==> config.mk <==
export PLATFORM = sky130hd
export DESIGN_NAME = arb_req_client
export DESIGN_NICKNAME = d
export VERILOG_FILES = /design/src/rtl/arb_pkg.sv /design/src/rtl/sync_fifo.sv /design/src/rtl/arb_req_client.sv
export SDC_FILE = /design/constraint.sdc
export NUM_CORES = 1
export LEC_CHECK = 0
export CORE_MARGIN = 2
export CORE_UTILIZATION = 30
export DETAILED_ROUTE_END_ITERATION = 10
export PLACE_DENSITY = 0.57
export SYNTH_ARGS = -nofsm -noshare
export SYNTH_HDL_FRONTEND = slang
export SYNTH_HIERARCHICAL = 1
export SYNTH_SLANG_ARGS = --single-unit
==> constraint.sdc <==
create_clock -name clock -period 3.15 [get_ports clock]
set_input_delay 0.945 -clock clock [delete_from_list [all_inputs] [get_ports clock]]
set_output_delay 0.945 -clock clock [all_outputs]
set_load 0.01 [all_outputs]
==> src/rtl/arb_pkg.sv <==
// Shared types for the rotating-priority arbiter and its request clients.
package arb_pkg;

    typedef enum logic [1:0] {
        IDLE    = 2'd0,
        REQ     = 2'd1,
        XFER    = 2'd2,
        RELEASE = 2'd3
    } client_state_t;

    localparam int          ARB_N    = 4;
    localparam logic [3:0]  GNT_NONE = 4'b0000;
    localparam logic [3:0]  GNT_C0   = 4'b0001;
    localparam logic [3:0]  GNT_C1   = 4'b0010;
    localparam logic [3:0]  GNT_C2   = 4'b0100;
    localparam logic [3:0]  GNT_C3   = 4'b1000;

endpackage

==> src/rtl/sync_fifo.sv <==
// Single-clock FIFO with occupancy count; caller guards push/pop.
module sync_fifo #(
    parameter int DEPTH  = 4,
    parameter int DATA_W = 8
) (
    input  logic                       clock,
    input  logic                       reset,
    input  logic                       push_i,
    input  logic [DATA_W-1:0]          push_data_i,
    input  logic                       pop_i,
    output logic [DATA_W-1:0]          head_o,
    output logic                       full_o,
    output logic                       empty_o,
    output logic [$clog2(DEPTH+1)-1:0] count_o
);
    localparam int AW = $clog2(DEPTH);
    localparam int CW = $clog2(DEPTH+1);

    logic [DATA_W-1:0] mem_q [DEPTH];
    logic [AW-1:0]     wr_q, rd_q;
    logic [CW-1:0]     cnt_q;

    assign head_o  = mem_q[rd_q];
    assign full_o  = (cnt_q == CW'(DEPTH));
    assign empty_o = (cnt_q == '0);
    assign count_o = cnt_q;

    always_ff @(posedge clock) begin
        if (push_i) mem_q[wr_q] <= push_data_i;
    end

    // Pointer width equals log2(DEPTH), so increments wrap naturally.
    always_ff @(posedge clock or negedge reset) begin
        if (!reset) begin
            wr_q  <= '0;
            rd_q  <= '0;
            cnt_q <= '0;
        end else begin
            if (push_i) wr_q <= wr_q + AW'(1);
            if (pop_i)  rd_q <= rd_q + AW'(1);
            cnt_q <= cnt_q + CW'(push_i) - CW'(pop_i);
        end
    end
endmodule

==> src/rtl/arb_req_client.sv <==
// Requester agent: queues jobs, requests the arbiter, drains up to BURST
// beats per grant tenure and idles req one cycle between tenures.
module arb_req_client
    import arb_pkg::*;
#(
    parameter int DEPTH        = 4,
    parameter int DATA_W       = 8,
    parameter int BURST        = 2,
    parameter int STARVE_LIMIT = 15
) (
    input  logic                       clock,
    input  logic                       reset,
    input  logic                       push_valid,
    input  logic [DATA_W-1:0]          push_data,
    output logic                       push_ready,
    output logic                       req,
    input  logic                       gnt,
    output logic                       out_valid,
    output logic [DATA_W-1:0]          out_data,
    output logic [$clog2(DEPTH+1)-1:0] count,
    output logic                       starve,
    output logic                       proto_err
);
    localparam int CW = $clog2(DEPTH+1);
    localparam int BW = $clog2(BURST+1);
    localparam int SW = $clog2(STARVE_LIMIT+1);

    client_state_t     state_q, state_d;
    logic [BW-1:0]     beat_q, beat_d;
    logic [SW-1:0]     stv_q, stv_d;
    logic              req_q, ov_q, stv_flag_q, perr_q;
    logic [DATA_W-1:0] od_q, head;
    logic              full, empty, push_en, pop, active;
    logic [CW-1:0]     cnt_next;

    sync_fifo #(.DEPTH(DEPTH), .DATA_W(DATA_W)) u_fifo (
        .clock       (clock),
        .reset       (reset),
        .push_i      (push_en),
        .push_data_i (push_data),
        .pop_i       (pop),
        .head_o      (head),
        .full_o      (full),
        .empty_o     (empty),
        .count_o     (count)
    );

    assign push_ready = !full;
    assign push_en    = push_valid && !full;
    assign active     = (state_q == REQ) || (state_q == XFER);
    assign pop        = active && gnt && !empty;
    assign cnt_next   = count + CW'(push_en) - CW'(pop);

    always_comb begin
        state_d = state_q;
        beat_d  = beat_q;
        stv_d   = stv_q;
        unique case (state_q)
            IDLE: if (count != '0) state_d = REQ;
            REQ: begin
                if (pop) begin
                    beat_d  = BW'(1);
                    stv_d   = '0;
                    state_d = (BURST > 1 && cnt_next != '0) ? XFER : RELEASE;
                end else if (!gnt && stv_q != SW'(STARVE_LIMIT)) begin
                    stv_d = stv_q + SW'(1);
                end
            end
            XFER: begin
                if (gnt) begin
                    beat_d = beat_q + BW'(1);
                    if (beat_d == BW'(BURST) || cnt_next == '0)
                        state_d = RELEASE;
                end else begin
                    beat_d  = '0;
                    state_d = REQ;
                end
            end
            RELEASE: state_d = (count != '0) ? REQ : IDLE;
        endcase
    end

    always_ff @(posedge clock or negedge reset) begin
        if (!reset) begin
            state_q    <= IDLE;
            beat_q     <= '0;
            stv_q      <= '0;
            req_q      <= 1'b0;
            ov_q       <= 1'b0;
            od_q       <= '0;
            stv_flag_q <= 1'b0;
            perr_q     <= 1'b0;
        end else begin
            state_q    <= state_d;
            beat_q     <= beat_d;
            stv_q      <= stv_d;
            req_q      <= (state_d == REQ) || (state_d == XFER);
            ov_q       <= pop;
            if (pop) od_q <= head;
            stv_flag_q <= (stv_d == SW'(STARVE_LIMIT));
            perr_q     <= perr_q | (gnt & ~req_q);
        end
    end

    assign req       = req_q;
    assign out_valid = ov_q;
    assign out_data  = od_q;
    assign starve    = stv_flag_q;
    assign proto_err = perr_q;
endmodule

### After elaboration in Yosys (flattened, before gate mapping)

Memories as Yosys holds them, arrays and structs flattened. A register that Yosys moved wholly into a read port is not among the register bits.
Cells that the tools add are included.

| storage, ports and cells | value |
|---|---|
| bits of input ports | 12 |
| register bits | 19 |
| memories kept | 1 |
| logic and storage cells | 63 |
| RAM bits | 32 |

Memories:

| name | depth | bits a word | rd ports | clocked after memory_dff | wr ports | RTL line | source |
|---|---|---|---|---|---|---|---|
| u_fifo.mem_q | 4 | 8 | 1 | 1 | 1 | sync_fifo.sv:19 | `logic [DATA_W-1:0] mem_q [DEPTH];` |

| cells by class | value |
|---|---|
| reductions and logical operators | 18 |
| muxes and demuxes | 15 |
| bitwise logic cells | 3 |
| $add $sub $neg | 6 |
| equality and inequality tests | 10 |

Operators by type and width:

| cell | number |
|---|---|
| 2-bit 2-to-1 mux | 6 |
| 4-bit 2-to-1 mux | 3 |
| 2-bit == test, second input constant | 4 |
| 2-bit case mux with 4 select lines | 1 |
| 2-bit by 1-bit adder with 2-bit output, second input constant | 3 |
| 3-bit logical NOT | 2 |
| 3-bit nonzero test | 2 |
| 4-bit by 1-bit adder with 4-bit output, second input constant | 1 |
| 2-bit by 1-bit == test with 1-bit output, second input constant | 2 |
| 4-bit == test, second input constant | 1 |
| 1-bit logical AND | 4 |
| 1-bit logical NOT | 4 |
| 1-bit 2-to-1 mux | 4 |
| 4-bit != test, second input constant | 1 |
| 2-bit case mux with 2 select lines | 1 |
| 3-bit by 1-bit adder with 3-bit output | 1 |
| 3-bit == test, second input constant | 1 |
| 1-bit logical OR | 3 |
| 3-bit by 1-bit subtractor with 3-bit output | 1 |
| 2-bit logical NOT | 1 |
| 2-bit != test, second input constant | 1 |
| 2-bit AND reduction | 1 |
| 2-bit nonzero test | 1 |
| 1-bit bitwise AND | 1 |
| other kinds (2) | 2 |

### Longest topological paths before layout

| depth | value |
|---|---|
| depth after elaboration | 12 |
| depth in mapped cells | 14 |
| depth with buffers taken out | 13 |

### Cells and area by module

The synthesis kept the hierarchy.

By module, submodules not included:

| module | area an instance (sq um) | cells each | times used |
|---|---|---|---|
| sync_fifo | 1542.7 | 76 | 1 |
| arb_req_client | 1086.0 | 109 | 1 |

### Least setup slack after synthesis

Ideal clock, no wire load.

| path | value |
|---|---|
| path type | input-to-reg |
| start | input gnt |
| end | register req_q (netlist: req) |
| buffers on the path | 1 |
| setup time | 0.130 ns |
| stages | 12 |
| setup slack | -0.126 ns |
| data required time | 3.020 ns |
| data arrival time | 3.146 ns |
| cells stage by stage | nand3b_2 -> inv_1 -> clkbuf_1 -> ha_1 -> inv_1 -> ha_1 -> fa_1 -> xnor3_1 -> nor3_2 -> a2111oi_1 -> a32oi_2 -> xor2_1 |

| on the way | value |
|---|---|
| longest elaborated chain between the ends | 10 |
| elaborated cells on any way between the ends | 14 |

Ends and longest elaborated chain:

| item | RTL line | source |
|---|---|---|
| from (decl) | arb_req_client.sv:17 | `input logic gnt,` |
| 1-bit logical AND (*) (2 in series) | arb_req_client.sv:51 | `assign pop = active && gnt && !empty;` |
| via pop | arb_req_client.sv:33 | `logic full, empty, push_en, pop, active;` |
| 3-bit by 1-bit subtractor with 3-bit output | arb_req_client.sv:52 | `assign cnt_next = count + CW'(push_en) - CW'(pop);` |
| 3-bit logical NOT | arb_req_client.sv:72 | `if (beat_d == BW'(BURST) \|\| cnt_next == '0)` |
| 1-bit logical OR | arb_req_client.sv:72 |  |
| 2-bit 2-to-1 mux | arb_req_client.sv:72 |  |
| 2-bit 2-to-1 mux | arb_req_client.sv:70 | `if (gnt) begin` |
| 2-bit case mux with 4 select lines (*) | arb_req_client.sv:58 | `unique case (state_q)` |
| via state_d[0] | arb_req_client.sv:28 | `client_state_t state_q, state_d;` |
| 2-bit by 1-bit == test with 1-bit output / 2-bit == test (equally long branches) | arb_req_client.sv:97 | `req_q <= (state_d == REQ) \|\| (state_d == XFER);` |
| 1-bit logical OR (*) | arb_req_client.sv:97 |  |
| to (signal assigned) | arb_req_client.sv:97 |  |
| to (decl) | arb_req_client.sv:31 | `logic req_q, ov_q, stv_flag_q, perr_q;` |

Mark *: on every way through the listed nets, which the timed path passes. The rest lies on a longest branch.
A chain may end at the register's enable or synchronous reset.

### Final worst setup path

| path | value |
|---|---|
| start | register state_q[0] |
| end | register req_q (netlist: req) |

| on the way | value |
|---|---|
| longest elaborated chain between the ends | 12 |
| elaborated cells on any way between the ends | 20 |

Ends and longest elaborated chain:

| item | RTL line | source |
|---|---|---|
| from (decl) | arb_req_client.sv:28 |  |
| from (signal assigned) | arb_req_client.sv:94 | `state_q <= state_d;` |
| 2-bit by 1-bit == test with 1-bit output / 2-bit == test (equally long branches) | arb_req_client.sv:50, arb_req_client.sv:58 |  |
| 1-bit logical OR | arb_req_client.sv:50 | `assign active = (state_q == REQ) \|\| (state_q == XFER);` |
| 1-bit logical AND (2 in series) | arb_req_client.sv:51 |  |
| 3-bit by 1-bit subtractor with 3-bit output | arb_req_client.sv:52 |  |
| 3-bit logical NOT | arb_req_client.sv:72 |  |
| 1-bit logical OR | arb_req_client.sv:72 |  |
| 2-bit 2-to-1 mux | arb_req_client.sv:72 |  |
| 2-bit 2-to-1 mux | arb_req_client.sv:70 |  |
| 2-bit case mux with 4 select lines (*) | arb_req_client.sv:58 |  |
| via state_d[1] | arb_req_client.sv:28 |  |
| 2-bit by 1-bit == test with 1-bit output / 2-bit == test (equally long branches) | arb_req_client.sv:97 |  |
| 1-bit logical OR (*) | arb_req_client.sv:97 |  |

Marked as above.

==> results.sh <==
export IMPL_synth_edff_count=32
export IMPL_r2r_start="state_q[0]$_DFF_PN0_"
export IMPL_skew_ns=0.00783
export IMPL_worst_skew_pair_late_latency_ns=0.33
export IMPL_fin_total_pwr_mw=3.50
export IMPL_track_usage_pct=10.7
export IMPL_die_area_um2=9530
export IMPL_pre_cts_ws_ns=-0.375
export IMPL_root_buffer="clkbuf_8"
export IMPL_floorplan_initialDensity_pct=30.6
export IMPL_die_y_um=97.6
export IMPL_required_ns=3.41
export IMPL_wl_per_cell_um=14.2
export IMPL_antenna_found_initial=0
export IMPL_route_detailed_drc=0
export IMPL_peakVddDrop_mv=0.304
export IMPL_min_period_ns=2.98
export IMPL_holdPathEnd="proto_err$_DFF_PN0_"
export IMPL_drt_pass1_iterations=4
export IMPL_rrSetupSlack_ns=0.17
export IMPL_stdcell_area_um2=3340
export IMPL_io_pins=28
export IMPL_port_buffers=27
export IMPL_overflow=0
export IMPL_clock_sinks=59
export IMPL_arrival_ns=3.24
export IMPL_synth_fa_ha_area_share_pct=8.19
export IMPL_setup_tns_ns=0
export IMPL_post_route_period_util_pct=94.6
export IMPL_clock_path_buffers=2
export IMPL_synth_top_family_by_area="simple AND/OR/NAND/NOR gates"
export IMPL_crit_type="reg2reg"
export IMPL_setup_viol=0
export IMPL_via_per_inst=4.51
export IMPL_synthToLayoutAreaGrowth_pct=27.1
export IMPL_fillers=834
export IMPL_instances_no_fill=336
export IMPL_drv_slew=0
export IMPL_max_freq_ghz=0.335
export IMPL_syn_inst=185
export IMPL_clk_pin_slew_worst_paths_ns=0.07
export IMPL_worstMarginPinSlew_ns=0.585
export IMPL_dp_hpwl_um=3190
export IMPL_ys_types=39
export IMPL_cts_tree="built"
export IMPL_synth_xor_area_share_pct=3.86
export IMPL_slew_headroom_pct=61.0
export IMPL_dp_cells=319
export IMPL_placeableCoreArea_um2=8590
export IMPL_cpMaxStageDelayCell="dfrtp_1"
export IMPL_hold_violations=0
export IMPL_ant_nets=0
export IMPL_vias=1517
export IMPL_wirelength_um=4780
export IMPL_drive_gt1_share_pct=17.1
export IMPL_synth_mux_area_share_pct=7.23
export IMPL_layout_setup_ws_ns=0.169
export IMPL_cp_end_kind="register"
export IMPL_drv_cap=0
export IMPL_cp_slowest_stage_delay_ns=0.44
export IMPL_final_common_cell="edfxtp_1"
export IMPL_r2r_end="req$_DFF_PN0_"
export IMPL_power_leakage_nw=1.37
export IMPL_ff2ff_path_depth=13
export IMPL_grt_max_degree=28
export IMPL_grt_pass1_vias=1604
export IMPL_path_cells="inv_1 -> ha_1 -> nand3b_2 -> inv_1 -> ha_4 -> inv_1 -> ha_1 -> fa_2 -> xnor3_1 -> nor3_4 -> o32ai_2 -> a22oi_2 -> xor2_1"
export IMPL_die_w_um=97.6
export IMPL_syn_area_per_cell_um2=14.2
export IMPL_final_nets=251
export IMPL_seq_area_frac_synth_pct=62.3
export IMPL_drt_first_iter_violations=56
export IMPL_ys_seq_elements=59
export IMPL_htreeDepth=3
export IMPL_synth_compound_area_share_pct=4.85
export IMPL_cp_start_kind="register"
export IMPL_synth_nets=213
export IMPL_final_cell_mix="32 x edfxtp_1, 30 x nand2_1, 27 x dfrtp_1"
export IMPL_yosys_area_share_simple_pct=9.71
export IMPL_placed_area_um2=3030
export IMPL_async_reset_ff_share_pct=45.8
export IMPL_whs_ns=0.450
export IMPL_rows=34
export IMPL_synth_flop_cell="edfxtp_1"
export IMPL_yosys_warnings=6
export IMPL_hold_path_depth=1
export IMPL_hold_class="reg2reg"
export IMPL_outcome="finished, final reports clean"
export IMPL_place_congestion=0.797
export IMPL_power_density_nw_per_um2=1050
export IMPL_antennaDiodeCount=0
export IMPL_hp_start="req$_DFF_PN0_"
export IMPL_post_route_util_pct=38.9
export IMPL_path_max_fanout=5
export IMPL_cp_common_cell="inv_1"
export IMPL_cts_inserted_buffers=9
export IMPL_netlist_area_um2=2630
export IMPL_grt_pass1_wl_um=7800
-- cells in the mapped netlist (2+ instances only) --
library cell,number,area [um^2]
xor2_1,5,43.8
o21ai_0,4,20.0
xnor2_1,4,35.0
inv_1,16,60.1
nor2_1,4,15.0
and3_1,2,12.5
dfrtp_1,27,676
edfxtp_1,32,961
nor3_2,2,20.0
nor3_1,2,10.0
buf_6,2,22.5
and2_1,5,31.3
nand3_1,3,15.0
nand2_1,31,116
fa_1,2,40.0
ha_1,14,175
mux4_2,8,180
-- registers in the layout (all words and copies together), names as in the netlist --
signal / cells
proto_err: 1
out_valid: 1
stv_q: 4
beat_q: 2
u_fifo/wr_q: 2
out_data: 8
u_fifo/rd_q: 2
req: 1
starve: 1
u_fifo/count_o: 3
u_fifo/mem_q: 32
state_q: 2
-- layer usage --
| metal | GRT usage [%] | up-vias | wire, um |
|---|---|---|---|
| met5 | 0 | - | 0 |
| met4 | 4.27 | 0 | 46 |
| met3 | 4.82 | 7 | 300 |
| met2 | 16.5 | 43 | 2230 |
| met1 | 13.3 | 743 | 2200 |
| li1 | - | 724 | - |
-- worst max path at each step --
stage	startpoint	end	slack, ns	depth (start not counted)
2_1_floorplan	gnt	req$_DFF_PN0_	0.01	12
3_3_place_gp	gnt	req$_DFF_PN0_	-0.34	12
3_5_place_dp	gnt	req$_DFF_PN0_	-0.37	12
4_1_cts	gnt	req$_DFF_PN0_	0.03	12
5_1_grt	state_q[1]$_DFF_PN0_	req$_DFF_PN0_	-0.02	13
6_report	state_q[0]$_DFF_PN0_	req$_DFF_PN0_	0.17	13
-- cell families after synthesis --
kind of cell,Yosys count
DFF,59
and+or+nand+nor,53
buffers and inverters,22
AOI/OAI and AO/OA,16
adders and majority gates,16
xor gates and xnor gates,10
muxes,9
-- power breakdown --
part | switching (mW) | internal (mW) | total, mW
clock network | 0.284 | 0.600 | 0.885
logic | 0.660 | 0.678 | 1.34
registers | 0.211 | 1.07 | 1.28
-- final cells by class --
cell class	count	area, um^2	area share (%)
Multi-Input combinational cell	104	938	28.1
Inverter	17	63.8	1.91
Tap cell	108	135	4.04
Clock buffer	10	128	3.82
Sequential cell	59	1640	49.0
Clock inverter	6	128	3.82
Timing Repair Buffer	32	313	9.36
-- worst max-delay path, delay by kind of cell, from the launching register on --
kind	cells	cell delay [ns]
compound gates	2	0.36
flops	1	0.44
xor+xnor	2	0.40
buf+inv	3	0.23
fa+ha+maj	4	1.08
simple gates	2	0.38
-- repair_timing --
action | CTS | global route
hold buffers | 0 | 0
pin swaps | 1 | 6
resized for setup | 0 | 8
endpoints found under the setup margin | 1 | 1
setup buffers | 0 | 1
Power figures use the tool's default switching activity.
==> RTL change: new RTL, same settings <==
`DATA_W` is set to 8 in 2 places; all go to 6.
--- a/src/rtl/sync_fifo.sv
+++ b/src/rtl/sync_fifo.sv
@@ -2,5 +2,5 @@
 module sync_fifo #(
     parameter int DEPTH  = 4,
-    parameter int DATA_W = 8
+    parameter int DATA_W = 6
 ) (
     input  logic                       clock,
--- a/src/rtl/arb_req_client.sv
+++ b/src/rtl/arb_req_client.sv
@@ -5,5 +5,5 @@
 #(
     parameter int DEPTH        = 4,
-    parameter int DATA_W       = 8,
+    parameter int DATA_W       = 6,
     parameter int BURST        = 2,
     parameter int STARVE_LIMIT = 15
Ports: changed (resized out_data and push_data); port bits go from 28 to 24. No check against the original RTL was run, so the function may have changed too.
==> RTL change against the unedited design <==
Wire length decreased by 19%; sequential power shrank 16%; synthesized area decreased by 13%; core utilization fell by 0.90 points; worst setup slack got worse by 0.047 ns; sequential cell count is 10 lower; sequential share of layout area down 0.37 points; total power is 23% lower; final area fell by 17%; critical path depth is 2 lower; count of clock-buffer cells in the layout is 5 lower; critical path type is now in2reg.
==> RTL change: results (changes against the unedited design) <==
Hold WS 0.456 ns (was 0.450 ns); layout cell share with drive strength beyond 1 0.167 (was 0.171); Routed WL 3900 µm (was 4780 µm); placed instance count 289 (was 319); PD cells 975 nW/µm² (was 1050 nW/µm²); Post-Syn Nets 191 (was 213); list of most frequent post-synthesis cells dfrtp_1 (25), nand2_1 (25), edfxtp_1 (24) (was edfxtp_1 (32), nand2_1 (31), dfrtp_1 (27)); nets 223 (was 251); Iter 0 DRT Violations 65 (was 56); RePlAce Congestion 0.716 (was 0.797); Primary FF master, synth dfrtp_1 (was edfxtp_1); Final Skew 0.00883 ns (was 0.00783 ns); GRT Util Overall 0.107 (about the same); Slowest-stage cell, CP clkdlybuf4s50_1 (was dfrtp_1); Tightest Pin Transition 0.462 ns (was 0.585 ns); VDD IR-drop max 210 µV (was 304 µV); CP Max Fanout 3 (was 5); global-route wire length before repair 6940 µm (was 7800 µm); R2R Setup Slk 0.27 ns (was 0.17 ns); clk slew on worst S/H paths 0.10 ns (was 0.07 ns); Synth area leaders edfxtp_1 (32%), dfrtp_1 (27%), ha_1 (7.7%), mux4_2 (5.9%), nand2_1 (4.1%) (was edfxtp_1 (37%), dfrtp_1 (26%), mux4_2 (6.9%), ha_1 (6.7%), nand2_1 (4.4%)); clk_lat worst skew 0.30 ns (was 0.33 ns); H-tree depth 2 (was 3); status finished clean (unchanged); Via Count 1,289 (was 1,517)
==> RTL change: how the worst max path moves through the flow <==
stage          startpoint       endpoint  slack, ns  depth (start not counted)
6_report       push_valid  req$_DFF_PN0_       0.12                         11
3_5_place_dp          gnt  req$_DFF_PN0_      -0.36                         12
2_1_floorplan         gnt  req$_DFF_PN0_       0.11                         11
3_3_place_gp          gnt  req$_DFF_PN0_      -0.33                         12
5_1_grt        push_valid  req$_DFF_PN0_       0.02                         11
4_1_cts        push_valid  req$_DFF_PN0_       0.05                         11
==> RTL change: area by class of cell <==
type | count | area [µm²]
tap | 99 | 124
timing repair buffer | 28 | 267
multi-input combinational | 96 | 867
sequential | 49 | 1350
clock inverter | 3 | 33.8
clock buffer | 5 | 68.8
inverter | 17 | 63.8
fill | 733 | 4520
==> RTL change: timing repair <==
| action | 4_1_cts | 5_1_grt |
|---|---|---|
| setup buffers | 1 | 0 |
| endpoints found under the setup margin | 1 | 2 |
| pin swaps | 5 | 6 |
| hold buffers | 0 | 0 |
| gates resized for setup | 4 | 2 |
==> RTL change: power breakdown <==
group	leakage (nW)	switching, mW	internal, mW	total (mW)
clock network	0.0511	0.227	0.166	0.393
logic	0.562	0.600	0.636	1.24
registers	0.524	0.183	0.888	1.07
==> RTL change: cell families (layout without fill, tap and decap cells) <==
group,count (synthesis),count (layout),share of synthesized area
AOI/OAI and AO/OA,16,16,0.0605
xor gates and xnor gates,10,10,0.0451
adders and majority gates,16,16,0.0946
buffers and inverters,20,53,0.0374
DFF,49,49,0.592
muxes,7,7,0.0638
and+or+nand+nor,47,47,0.107
==> RTL change: layer usage <==
metal	GRT usage	part of all wire
met1	0.136	0.48
met2	0.177	0.48
met3	0.0274	0.028
met4	0.0379	0.011
met5	0	0
